===== config.mk =====
export PLATFORM = sky130hd
export DESIGN_NAME = longop_scoreboard
export DESIGN_NICKNAME = d
export VERILOG_FILES = /design/src/rtl/longop_pkg.sv /design/src/rtl/longop_scoreboard_unit_tracker.sv /design/src/rtl/longop_scoreboard.sv
export SDC_FILE = /design/constraint.sdc
export NUM_CORES = 1
export LEC_CHECK = 0
export ABC_AREA = 1
export ABC_CLOCK_PERIOD_IN_PS = 1900
export CORE_ASPECT_RATIO = 1.25
export CORE_MARGIN = 5
export CORE_UTILIZATION = 41
export CTS_BUF_LIST = sky130_fd_sc_hd__clkbuf_2
export CTS_CLUSTER_DIAMETER = 120
export DETAILED_ROUTE_END_ITERATION = 16
export GPL_TIMING_DRIVEN = 0
export HOLD_SLACK_MARGIN = 0.08
export PLACE_DENSITY = 0.85
export SKIP_CTS_REPAIR_TIMING = 1
export SLEW_MARGIN = 0
export SYNTH_ARGS = -nofsm -noshare
export SYNTH_HDL_FRONTEND = slang
export SYNTH_SLANG_ARGS = --single-unit

===== constraint.sdc =====
create_clock -name CLK -period 1.9 [get_ports CLK]
set_input_delay 0.285 -clock CLK [delete_from_list [all_inputs] [get_ports CLK]]
set_output_delay 0.285 -clock CLK [all_outputs]
set_load 0.1 [all_outputs]

===== src/rtl/longop_pkg.sv =====
// Shared types and constants for the long-operation scoreboard and its unit trackers.
package longop_pkg;

    typedef enum logic {
        UNIT_MCYCLE = 1'b0,
        UNIT_FPU    = 1'b1
    } unit_e;

    typedef enum logic [1:0] {
        ST_IDLE,
        ST_BUSY,
        ST_DONE
    } state_e;

    localparam logic [3:0] REG_PC = 4'd15;
    localparam int         NREG   = 16;

endpackage


===== src/rtl/longop_scoreboard_unit_tracker.sv =====
// Per-unit lifecycle tracker: follows one outstanding long op from accept,
// through completion, to its register-file writeback grant.
module unit_tracker
    import longop_pkg::*;
(
    input  logic       CLK,
    input  logic       RESETn,
    input  logic       accept,
    input  logic       done,
    input  logic       grant,
    input  logic [3:0] issueWA3,
    output state_e     state,
    output logic [3:0] destReg
);

    state_e nextState;

    always_ff @(posedge CLK or negedge RESETn) begin
        if (!RESETn) begin
            state   <= ST_IDLE;
            destReg <= 4'd0;
        end else begin
            state <= nextState;
            if (accept && state == ST_IDLE) begin
                destReg <= issueWA3;
            end
        end
    end

    // Done is only meaningful while BUSY; a stale or held Done elsewhere is ignored.
    always_comb begin
        nextState = state;
        unique case (state)
            ST_IDLE: if (accept) nextState = ST_BUSY;
            ST_BUSY: if (done)   nextState = ST_DONE;
            ST_DONE: if (grant)  nextState = ST_IDLE;
            default:             nextState = ST_IDLE;
        endcase
    end

endmodule


===== src/rtl/longop_scoreboard.sv =====
// Issue/writeback controller for the MCycle and FPU long-latency units:
// tracks pending destinations, stalls dependents, arbitrates the shared write port.
module longop_scoreboard #(
    parameter int DATA_W = 32,
    parameter int NREG   = 16
) (
    input  logic              CLK,
    input  logic              RESETn,
    input  logic              IssueValid,
    input  logic              IssueUnit,
    input  logic [3:0]        IssueWA3,
    input  logic [3:0]        RA1E,
    input  logic [3:0]        RA2E,
    input  logic [3:0]        WA3E,
    input  logic              UseRA1E,
    input  logic              UseRA2E,
    input  logic              RegWriteE,
    input  logic              FlushE,
    input  logic              MCycleDone,
    input  logic              FPUDone,
    input  logic [DATA_W-1:0] MCycleResult,
    input  logic [DATA_W-1:0] FPUResult,
    input  logic              RegWriteW,
    output logic              MStart,
    output logic              FPUStart,
    output logic              MCycleAck,
    output logic              FPUAck,
    output logic              ScoreStall,
    output logic              WBStall,
    output logic              LongWE,
    output logic [3:0]        LongWA3,
    output logic [DATA_W-1:0] LongWD,
    output logic              MCycleBusy,
    output logic              FPUBusy,
    output logic              IllegalWA
);

    import longop_pkg::*;

    logic [NREG-1:0] pending;
    logic [NREG-1:0] pendingNext;
    unit_e           lastGrant;
    state_e          mState;
    state_e          fState;
    logic [3:0]      mDest;
    logic [3:0]      fDest;
    logic            conflict;
    logic            structural;
    logic            targetIdle;
    logic            accept;
    logic            mDone;
    logic            fDone;
    logic            grantM;
    logic            grantF;

    unit_tracker uMCycle (
        .CLK      (CLK),
        .RESETn   (RESETn),
        .accept   (MStart),
        .done     (MCycleDone),
        .grant    (grantM),
        .issueWA3 (IssueWA3),
        .state    (mState),
        .destReg  (mDest)
    );

    unit_tracker uFpu (
        .CLK      (CLK),
        .RESETn   (RESETn),
        .accept   (FPUStart),
        .done     (FPUDone),
        .grant    (grantF),
        .issueWA3 (IssueWA3),
        .state    (fState),
        .destReg  (fDest)
    );

    // Hazards look only at registered Pending, so a result being written this
    // cycle still blocks its dependents until the following cycle.
    always_comb begin
        conflict   = (UseRA1E   & pending[RA1E])
                   | (UseRA2E   & pending[RA2E])
                   | (RegWriteE & pending[WA3E])
                   | (IssueValid & pending[IssueWA3]);
        targetIdle = (IssueUnit == UNIT_FPU) ? (fState == ST_IDLE) : (mState == ST_IDLE);
        structural = IssueValid & ~targetIdle;
        ScoreStall = (conflict | structural) & ~FlushE;
        IllegalWA  = IssueValid & (IssueWA3 == REG_PC) & ~FlushE;
        accept     = IssueValid & ~ScoreStall & ~FlushE & ~IllegalWA;
        MStart     = accept & (IssueUnit == UNIT_MCYCLE);
        FPUStart   = accept & (IssueUnit == UNIT_FPU);
        MCycleBusy = (mState != ST_IDLE);
        FPUBusy    = (fState != ST_IDLE);
    end

    // Round-robin on a tie: the unit that did not win last time goes first.
    always_comb begin
        mDone     = (mState == ST_DONE);
        fDone     = (fState == ST_DONE);
        grantM    = mDone & (~fDone | (lastGrant == UNIT_FPU));
        grantF    = fDone & (~mDone | (lastGrant == UNIT_MCYCLE));
        MCycleAck = grantM;
        FPUAck    = grantF;
        LongWE    = grantM | grantF;
        LongWA3   = 4'd0;
        LongWD    = '0;
        if (grantM) begin
            LongWA3 = mDest;
            LongWD  = MCycleResult;
        end else if (grantF) begin
            LongWA3 = fDest;
            LongWD  = FPUResult;
        end
        WBStall = LongWE & RegWriteW;
    end

    always_comb begin
        pendingNext = pending;
        if (grantM) pendingNext[mDest] = 1'b0;
        if (grantF) pendingNext[fDest] = 1'b0;
        if (accept) pendingNext[IssueWA3] = 1'b1;
        pendingNext[REG_PC] = 1'b0;
    end

    always_ff @(posedge CLK or negedge RESETn) begin
        if (!RESETn) begin
            pending   <= '0;
            lastGrant <= UNIT_FPU;
        end else begin
            pending <= pendingNext;
            if (grantM) begin
                lastGrant <= UNIT_MCYCLE;
            end else if (grantF) begin
                lastGrant <= UNIT_FPU;
            end
        end
    end

endmodule

==> reports/metrics.yaml <==
grt_max_degree: 29
start_util: 0.4167
root_buffer: "clkbuf_2"
violations: "negative setup slack"
ioPinCount: 137
maxCapViolations: 0
antenna_found_initial: 0
fmax_ghz: 0.3638
path_max_fanout: 5
routed_via_density: 6.545
cp_common_cell: "nand2_1"
maxSlewHeadroom: 0.5209
dp_hpwl_mm: 8.884
die_h_um: 98.22
required_ps: 1620
wl_per_cell_um: 27.11
tightestPinTransition_ps: 718.7
clk_latency_ps: 390
port-buffer-count: 133
hold_slack_ps: 312.3
tritoncts: "built"
first_pass_iters: 9
syn_avg_cell_area_um2: 6.302
syn2layout_area_growth_pct: 109.2
rsz0062_at_grt: "yes"
hp-class: "in2reg"
p_leak_uw: 0.002492
crit_arrival_ps: 2460
hold_viol_final: 0
synth_warnings: 0
via_count: 4313
synthCells: 405
slew_viol_final: 0
grt_pass1_vias: 3402
vdd_drop_max_uv: 631.5
fin_cells: 659
ys_ff_latch: 28
cpPeakStageDelay_ps: 440
multi_input_area_um2: 2034
layout.nets: 666
worstSetupPathType: "reg2out"
overflow: 0
fill_cells: 273
finalWorstSetupSlack_ps: -849.1
cts_max_level: 1
ant_nets: 0
setup_tns_ps: -32370
place_congestion: 0.9664
crit_buf_inv: 3
ff_latch_area_um2: 705.7
path_clk_slew_ps: 320
placed_cells: 623
yosysUniqueCellTypes: 28
finClkSkew_ps: 47.06
syn_area_um2: 2552
rows: 32
cts_sinks: 28
syn-num-nets: 496
drtIter0Drc: 823
numCtsBuffers: 3
slowest_stage: "dfrtp_1"
grt_pass1_wl_mm: 17.22
status: "finished, violations left"
min_period_ps: 2749
seq_area_frac_synth: 0.2750
finalSetupViolCount: 68
crit_chain: "inv_2, nand2_1, nand3_1, nand3_1, nand3_1, nand2_1, nand2_1, nand2_1, nor2_4, nand3_4, clkinvlp_4, buf_12"
num_antenna_cells: 0
core_area_um2: 6126
clock_path_buffers: 2
die_w_um: 80.57
die-area_um2: 7913
final_layout_size_suffix_gt1_frac: 0.3293
drc: 0
grt_use_total: 0.2738
crit_path_start_kind: "flip-flop"
routed_wl_mm: 17.86
fin_crit_sh: 1.447
crit_family: "simple AND/OR/NAND/NOR gates"
place_ws_ps: -1676
cp-end-kind: "output port"
p_per_area_nw_per_um2: 586.7
-- registers in the layout (all words and copies together), names as in the netlist --
register	cells
pending	15
uFpu.state	2
uFpu.destReg	4
lastGrant	1
uMCycle.destReg	4
uMCycle.state	2
-- metal layers --
layer,vias up,track usage,share of wire
met5,-,0,0
met4,0,0.1027,0.10
met3,197,0.04705,0.12
met2,463,0.4904,0.48
met1,1948,0.3190,0.29
li1,1705,-,-
-- power by group --
group / total (uW) / switching (uW) / internal, uW
clock network: 237 / 191 / 45.8
registers: 941 / 188 / 753
logic: 1950 / 1280 / 676
-- final timing paths --
check	from	end	slack, ps	cells past startpoint
max	pending[2]	FPUStart	-850	12
min	IssueWA3[3]	uFpu.destReg[3]	310	3
max reg2reg	uFpu.state[0]	pending[8]	-460	7
min reg2reg	uFpu.destReg[1]	uFpu.destReg[1]	590	2
max in group asynchronous	RESETn	pending[14]	930	2
min in group asynchronous	RESETn	uFpu.destReg[3]	430	2
-- stage by stage --
stage,area [um^2],total power (uW),util
floorplan,2914,1823,-
global placement,4352,2310,0.7104
detailed placement,4352,2364,0.7104
CTS,4370,2582,0.7134
global route,5340,3227,0.8717
finish,5340,3133,0.8717
-- logic make-up after synthesis --
logic type | synth area share
AOI/OAI and AO/OA | 0.2417
and+or+nand+nor | 0.3672
buffers and inverters | 0.1162
DFF | 0.2750
-- cell type report --
class	count	area share
multi-input combinational	304	0.3810
timing repair buffer	166	0.3906
buffer	13	0.02741
tap	85	0.01992
inverter	59	0.04545
clock inverter	1	0.0007029
clock buffer	3	0.002812
sequential	28	0.1321
-- synth_stat cells --
| cell type | instances | area (um^2) |
|---|---|---|
| buf_2 | 6 | 30.03 |
| o21ai_2 | 10 | 87.58 |
| clkinv_1 | 2 | 7.510 |
| dfstp_2 | 1 | 26.28 |
| dfrtp_1 | 27 | 675.7 |
| nor4_1 | 1 | 6.260 |
| a31oi_1 | 5 | 31.28 |
| buf_4 | 2 | 15.01 |
| nand2_1 | 126 | 473.0 |
| o31ai_1 | 2 | 15.01 |
| nand3_1 | 52 | 260.3 |
| buf_6 | 1 | 11.26 |
| inv_2 | 5 | 18.77 |
| nor2_4 | 1 | 11.26 |
| o21a_1 | 1 | 7.510 |
| o22ai_1 | 4 | 25.02 |
| a21oi_1 | 9 | 45.04 |
| o211ai_1 | 1 | 7.510 |
| o21ai_0 | 21 | 105.1 |
| inv_1 | 52 | 195.2 |
| nand3b_1 | 2 | 15.01 |
| clkbuf_1 | 5 | 18.77 |
| nand2_2 | 3 | 18.77 |
| nand4_1 | 8 | 50.05 |
| nor3_1 | 7 | 35.03 |
| a211oi_2 | 1 | 12.51 |
| nor2_1 | 18 | 67.56 |
| a22o_1 | 32 | 280.3 |
-- cells in the final DEF, fill, tap and decap left out, types with 4 or more instances in the layout --
master	n
inv_2	11
dfrtp_1	24
inv_1	43
clkbuf_2	5
buf_4	27
a22o_4	32
buf_12	43
nor2_2	4
o21ai_2	13
buf_6	10
nor2_4	4
a21oi_1	9
nand2_1	120
nand2_2	4
clkdlybuf4s50_1	81
nor2_1	11
buf_8	5
nor3_1	5
nand3_1	48
o21ai_0	15
a31oi_1	5
dlymetal6s2s_1	5
nand4_1	8
-- worst register-to-register path: stages (launching register included) --
cell and delay [ps]:
dfrtp_2 540, nor2_4 200, buf_6 150, nand2_8 80, inv_8 110, nand3_1 250, o21ai_0 650, o21ai_1 210
Note: power is estimated with default switching activity, not from simulation.
